<file path="config.mk">
export PLATFORM = sky130hd
export DESIGN_NAME = life_scan_ctrl
export DESIGN_NICKNAME = d
export VERILOG_FILES = /design/src/rtl/life_scan_ctrl.sv
export SDC_FILE = /design/constraint.sdc
export NUM_CORES = 1
export LEC_CHECK = 0
export BUFFER_PORTS_ARGS = -buffer_cell sky130_fd_sc_hd__buf_2
export CAP_MARGIN = 15
export CORE_UTILIZATION = 45
export CTS_CLUSTER_DIAMETER = 200
export DETAILED_ROUTE_END_ITERATION = 8
export HOLD_SLACK_MARGIN = 0.03
export PLACE_DENSITY_LB_ADDON = 0.2
export SLEW_MARGIN = 20
export SYNTH_ARGS = -nofsm -noshare
export SYNTH_HDL_FRONTEND = slang
export SYNTH_SLANG_ARGS = --single-unit
export TNS_END_PERCENT = 10
</file>
<file path="constraint.sdc">
create_clock -name i_clk -period 2.5 [get_ports i_clk]
set_input_delay 0.25 -clock i_clk [delete_from_list [all_inputs] [get_ports i_clk]]
set_output_delay 0.25 -clock i_clk [all_outputs]
set_load 0.005 [all_outputs]
</file>
<file path="src/rtl/life_scan_ctrl.sv">
// Upstream controller for the life-cell array: scan-chain load/readout,
// single-generation step and array clear, all issued through one command port.
module life_scan_ctrl #(
  parameter int CELLS = 64,
  parameter int WORD  = 8,
  parameter int GENW  = 16
) (
  input  logic            i_clk,
  input  logic            i_rst_n,
  input  logic            i_cmd_valid,
  input  logic [1:0]      i_cmd_op,
  output logic            o_cmd_ready,
  input  logic [WORD-1:0] i_in_data,
  input  logic            i_in_valid,
  output logic            o_in_ready,
  output logic [WORD-1:0] o_out_data,
  output logic            o_out_valid,
  input  logic            i_out_ready,
  input  logic            i_chain_tail,
  output logic            o_scan,
  output logic            o_chain_head,
  output logic            o_write,
  output logic            o_val,
  output logic            o_enb,
  output logic            o_busy,
  output logic [GENW-1:0] o_gen_count
);

  localparam int BLW = $clog2(CELLS + 1);
  localparam int LCW = $clog2(WORD + 1);

  typedef enum logic [2:0] {
    S_IDLE,
    S_LOAD,
    S_READ,
    S_STEP,
    S_CLEAR
  } state_t;

  state_t          r_state;
  state_t          w_next_state;
  logic [BLW-1:0]  r_bits_left;
  logic [WORD-1:0] r_load_buf;
  logic [LCW-1:0]  r_load_cnt;
  logic [WORD-1:0] r_rd_buf;
  logic [LCW-1:0]  r_rd_k;
  logic            r_out_valid;
  logic [GENW-1:0] r_gen_count;

  logic w_cmd_accept;
  logic w_in_ready;
  logic w_load_accept;
  logic w_load_shift;
  logic w_read_shift;
  logic w_read_last;
  logic w_read_hs;

  assign w_cmd_accept  = (r_state == S_IDLE) && i_cmd_valid;
  assign w_in_ready    = (r_state == S_LOAD) && (r_load_cnt == '0) && (r_bits_left != '0);
  assign w_load_accept = w_in_ready && i_in_valid;
  assign w_load_shift  = (r_state == S_LOAD) && (r_load_cnt != '0);
  assign w_read_shift  = (r_state == S_READ) && !r_out_valid && (r_bits_left != '0);
  // A readout word closes when it is full or when the chain has no bits left.
  assign w_read_last   = w_read_shift &&
                         ((r_rd_k == LCW'(WORD - 1)) || (r_bits_left == BLW'(1)));
  assign w_read_hs     = (r_state == S_READ) && r_out_valid && i_out_ready;

  always_ff @(posedge i_clk or negedge i_rst_n) begin
    if (!i_rst_n) begin
      r_state <= S_IDLE;
    end else begin
      r_state <= w_next_state;
    end
  end

  always_comb begin
    w_next_state = r_state;
    o_scan       = 1'b0;
    o_chain_head = 1'b0;
    o_write      = 1'b0;
    o_enb        = 1'b0;
    case (r_state)
      S_IDLE: begin
        if (i_cmd_valid) begin
          case (i_cmd_op)
            2'b00:   w_next_state = S_LOAD;
            2'b01:   w_next_state = S_READ;
            2'b10:   w_next_state = S_STEP;
            default: w_next_state = S_CLEAR;
          endcase
        end
      end
      S_LOAD: begin
        if (w_load_shift) begin
          o_scan       = 1'b1;
          o_chain_head = r_load_buf[0];
          if (r_bits_left == BLW'(1)) begin
            w_next_state = S_IDLE;
          end
        end
      end
      S_READ: begin
        // Recirculating the tail back into the head keeps the readout nondestructive.
        if (w_read_shift) begin
          o_scan       = 1'b1;
          o_chain_head = i_chain_tail;
        end
        if (w_read_hs && (r_bits_left == '0)) begin
          w_next_state = S_IDLE;
        end
      end
      S_STEP: begin
        o_enb        = 1'b1;
        w_next_state = S_IDLE;
      end
      S_CLEAR: begin
        o_write      = 1'b1;
        w_next_state = S_IDLE;
      end
      default: w_next_state = S_IDLE;
    endcase
  end

  always_ff @(posedge i_clk or negedge i_rst_n) begin
    if (!i_rst_n) begin
      r_bits_left <= '0;
      r_load_buf  <= '0;
      r_load_cnt  <= '0;
      r_rd_buf    <= '0;
      r_rd_k      <= '0;
      r_out_valid <= 1'b0;
      r_gen_count <= '0;
    end else begin
      if (w_cmd_accept) begin
        r_bits_left <= BLW'(CELLS);
        r_load_buf  <= '0;
        r_load_cnt  <= '0;
        r_rd_buf    <= '0;
        r_rd_k      <= '0;
        r_out_valid <= 1'b0;
      end

      // Only as many bits as the chain still needs are counted; surplus high bits are dropped.
      if (w_load_accept) begin
        r_load_buf <= i_in_data;
        r_load_cnt <= (r_bits_left >= BLW'(WORD)) ? LCW'(WORD) : LCW'(r_bits_left);
      end else if (w_load_shift) begin
        r_load_buf  <= r_load_buf >> 1;
        r_load_cnt  <= r_load_cnt - LCW'(1);
        r_bits_left <= r_bits_left - BLW'(1);
      end

      if (w_read_shift) begin
        r_rd_buf    <= r_rd_buf | (WORD'(i_chain_tail) << r_rd_k);
        r_rd_k      <= r_rd_k + LCW'(1);
        r_bits_left <= r_bits_left - BLW'(1);
        if (w_read_last) begin
          r_out_valid <= 1'b1;
        end
      end

      if (w_read_hs) begin
        r_out_valid <= 1'b0;
        r_rd_buf    <= '0;
        r_rd_k      <= '0;
      end

      if (r_state == S_STEP) begin
        r_gen_count <= r_gen_count + GENW'(1);
      end else if (r_state == S_CLEAR) begin
        r_gen_count <= '0;
      end
    end
  end

  assign o_cmd_ready = (r_state == S_IDLE);
  assign o_busy      = (r_state != S_IDLE);
  assign o_in_ready  = w_in_ready;
  assign o_out_data  = r_rd_buf;
  assign o_out_valid = r_out_valid;
  assign o_val       = 1'b0;
  assign o_gen_count = r_gen_count;

endmodule

</file>
==> results.yml <==
placed_design:
  dp_hpwl_mm: 4.26
  dpl_cell_area_um2: 3050
  globalplace.congestion: 0.845
  io_buffers: 47
  dp_cells: 391
pwr:
  peakVddDrop_mv: 0.539
  leakagePower_nw: 1.63
  power_density_nw_per_um2: 897
global_route:
  track_usage: 0.203
  grt_max_degree: 20
  grt_pass1_wl_mm: 10.0
  antenna_found_initial: 0
  grt_pass1_vias: 2100
  grt_overflow: 0
cts:
  path_clk_slew_ns: 0.09
  htreeDepth: 2
  clk_path_buf_depth: 2
  cts.sinks: 51
  numCtsBuffers: 5
  root_buffer: "clkbuf_8"
  postCtsSetupBuffers: 0
  cts_tree: "done"
  clock_latency_ns: 0.30
sta:
  rsz0062_at_grt: "no"
  tightest_slew_ns: 0.547
  fin_skew_ns: 0.00794
  fin_crit_ns: 2.28
  slew_headroom: 0.633
  fin_tns_setup_ns: 0
  finalSetupViolCount: 0
  hold_viol: 0
  timing.hold.ws_ns: 0.171
  maxSlewViolCount: 0
  fmax_mhz: 439
  post-route-period-util: 0.911
logic_synthesis:
  synth.ff_latch_count: 51
  ys_types: 53
  synth_nets: 303
  syn_area_per_cell_um2: 9.94
  yosys_warnings: 0
  ys_async_sr_fraction: 1.00
  yosysTopAreaCellShare: 0.464
  synth_area_leaders: "dfrtp_1, o21ai_0, ha_1"
  ys_dominant_reg_cell: "dfrtp_1"
  synth_enable_flop_cells: 0
  syn_area_um2: 2750
  syn-instance-count: 277
  yosysSeqAreaShare: 0.464
  yosys.area.top_type: "dfrtp_1"
flow_run:
  drv_cap: 0
cells_and_area:
  most-common-layout-cells: "dfrtp_1, buf_2, o21ai_0"
  antenna_cells: 0
  final_layout_size_suffix_gt1_frac: 0.207
  layout_commonest_cell: "dfrtp_1"
  area_growth_pct: 14.3
  fin_util: 0.531
  finalNonFillerCells: 399
  finalInstanceArea_um2: 3150
  layout.nets: 350
route:
  wl_mm: 5.83
  drtAntennaViolNets: 0
  routed-wl-met2_mm: 2.72
  wire_per_inst_um: 14.6
  highest_layer: "met4"
  drtIter0Drc: 123
  num_vias: 2255
  viasPerCell: 5.65
  wl_met1_mm: 2.80
  drtPass1Iterations: 4
  drc_errors: 0
  wl_met3_um: 246
worst_setup_path:
  r2r_cells: 5
  required_ns: 2.25
  cp_max_fo: 10
  cp.arrival_ns: 2.03
  end_kind: "output port"
  path_class: "reg2out"
  start_kind: "flop"
worst_hold_path:
  hp-class: "in2reg"
  hold_path_depth: 2
die:
  core_um2: 5920
  die_h_um: 80.2
  rows: 28
  start_util: 0.465
  io_pins: 49
  die_x_um: 80.2
  dieArea_um2: 6430
run_status:
  status: "completed"
cells in the mapped netlist (2+ instances only):
| master | n |
|---|---|
| dfrtp_1 | 51 |
| o21ai_0 | 27 |
| nand2_1 | 22 |
| a22o_1 | 14 |
| nor2_1 | 14 |
| inv_1 | 12 |
| ha_1 | 10 |
| nand3_1 | 10 |
| a21o_1 | 8 |
| mux2i_1 | 7 |
| and2_1 | 6 |
| and3_1 | 6 |
| nand4_1 | 6 |
| a21oi_1 | 5 |
| buf_2 | 5 |
| clkbuf_1 | 5 |
| nor2b_1 | 5 |
| nor3b_1 | 5 |
| a32o_1 | 4 |
| o31ai_1 | 4 |
| a221o_1 | 3 |
| a31oi_1 | 3 |
| nand2b_1 | 3 |
| nor3_1 | 3 |
| o211ai_1 | 3 |
| or4_1 | 3 |
| a211o_1 | 2 |
| and4_1 | 2 |
| buf_4 | 2 |
| buf_6 | 2 |
| nand3b_1 | 2 |
| o22ai_1 | 2 |
repair_timing:
item                      CTS  global route
hold buffers                1             0
hold endpoints to repair   15             0
resized for setup           0             0
where the power goes:
group          switching, mW  internal [mW]
Clock                  0.261          0.218
Combinational          0.593          0.499
Sequential             0.233           1.02
Total                   1.09           1.74
logic make-up after synthesis:
family,Yosys count,synth area share
muxes,7,0.0255
buffers and inverters,27,0.0473
DFF,51,0.464
AOI/OAI and AO/OA,86,0.223
other,1,0.00136
adders and majority gates,10,0.0455
and+or+nand+nor,95,0.194
through the flow:
step	setup slack (ns)	power, mW
after floorplan	0.568	2.03
after global routing	0.0390	3.05
after global placement	0.409	2.33
after CTS	0.202	2.85
after detailed placement	0.373	2.36
final	0.222	2.82
cell type report:
| class | count | area (um2) |
|---|---|---|
| flip-flops and latches | 51 | 1280 |
| multi-input cells | 199 | 1350 |
| repair buffers | 55 | 298 |
| fillers | 560 | 2770 |
| clock buffers | 6 | 82.6 |
| inverters | 12 | 45.0 |
| well taps | 75 | 93.8 |
| clock inverters | 1 | 5.00 |
worst max-delay path, stage by stage (launching register included):
cell	delay [ns]
dfrtp_1	0.49
or4b_4	0.59
a21oi_2	0.34
a22o_1	0.20
buf_2	0.11
final timing paths:
kind / from / to / slack (ns)
max: r_state[0] / o_chain_head / 0.22
min: i_in_data[7] / r_load_buf[7] / 0.17
max reg2reg: r_bits_left[2] / r_load_cnt[2] / 0.36
min reg2reg: o_gen_count[15] / o_gen_count[15] / 0.48
max in group asynchronous: i_rst_n / r_state[1] / 1.51
min in group asynchronous: i_rst_n / r_load_buf[0] / 0.40
sequential cells by signal, summed over array words and instances (netlist names):
register / flops
r_load_cnt: 4
r_rd_k: 4
r_bits_left: 7
o_out_valid: 1
o_out_data: 8
o_gen_count: 16
r_load_buf: 8
r_state: 3
routing by layer:
metal	vias up	GRT usage
met3	4	0.0386
li1	1128	-
met4	0	0.0643
met5	-	0
met1	1073	0.276
met2	50	0.325
No activity file was read; power rests on OpenSTA's default activity.
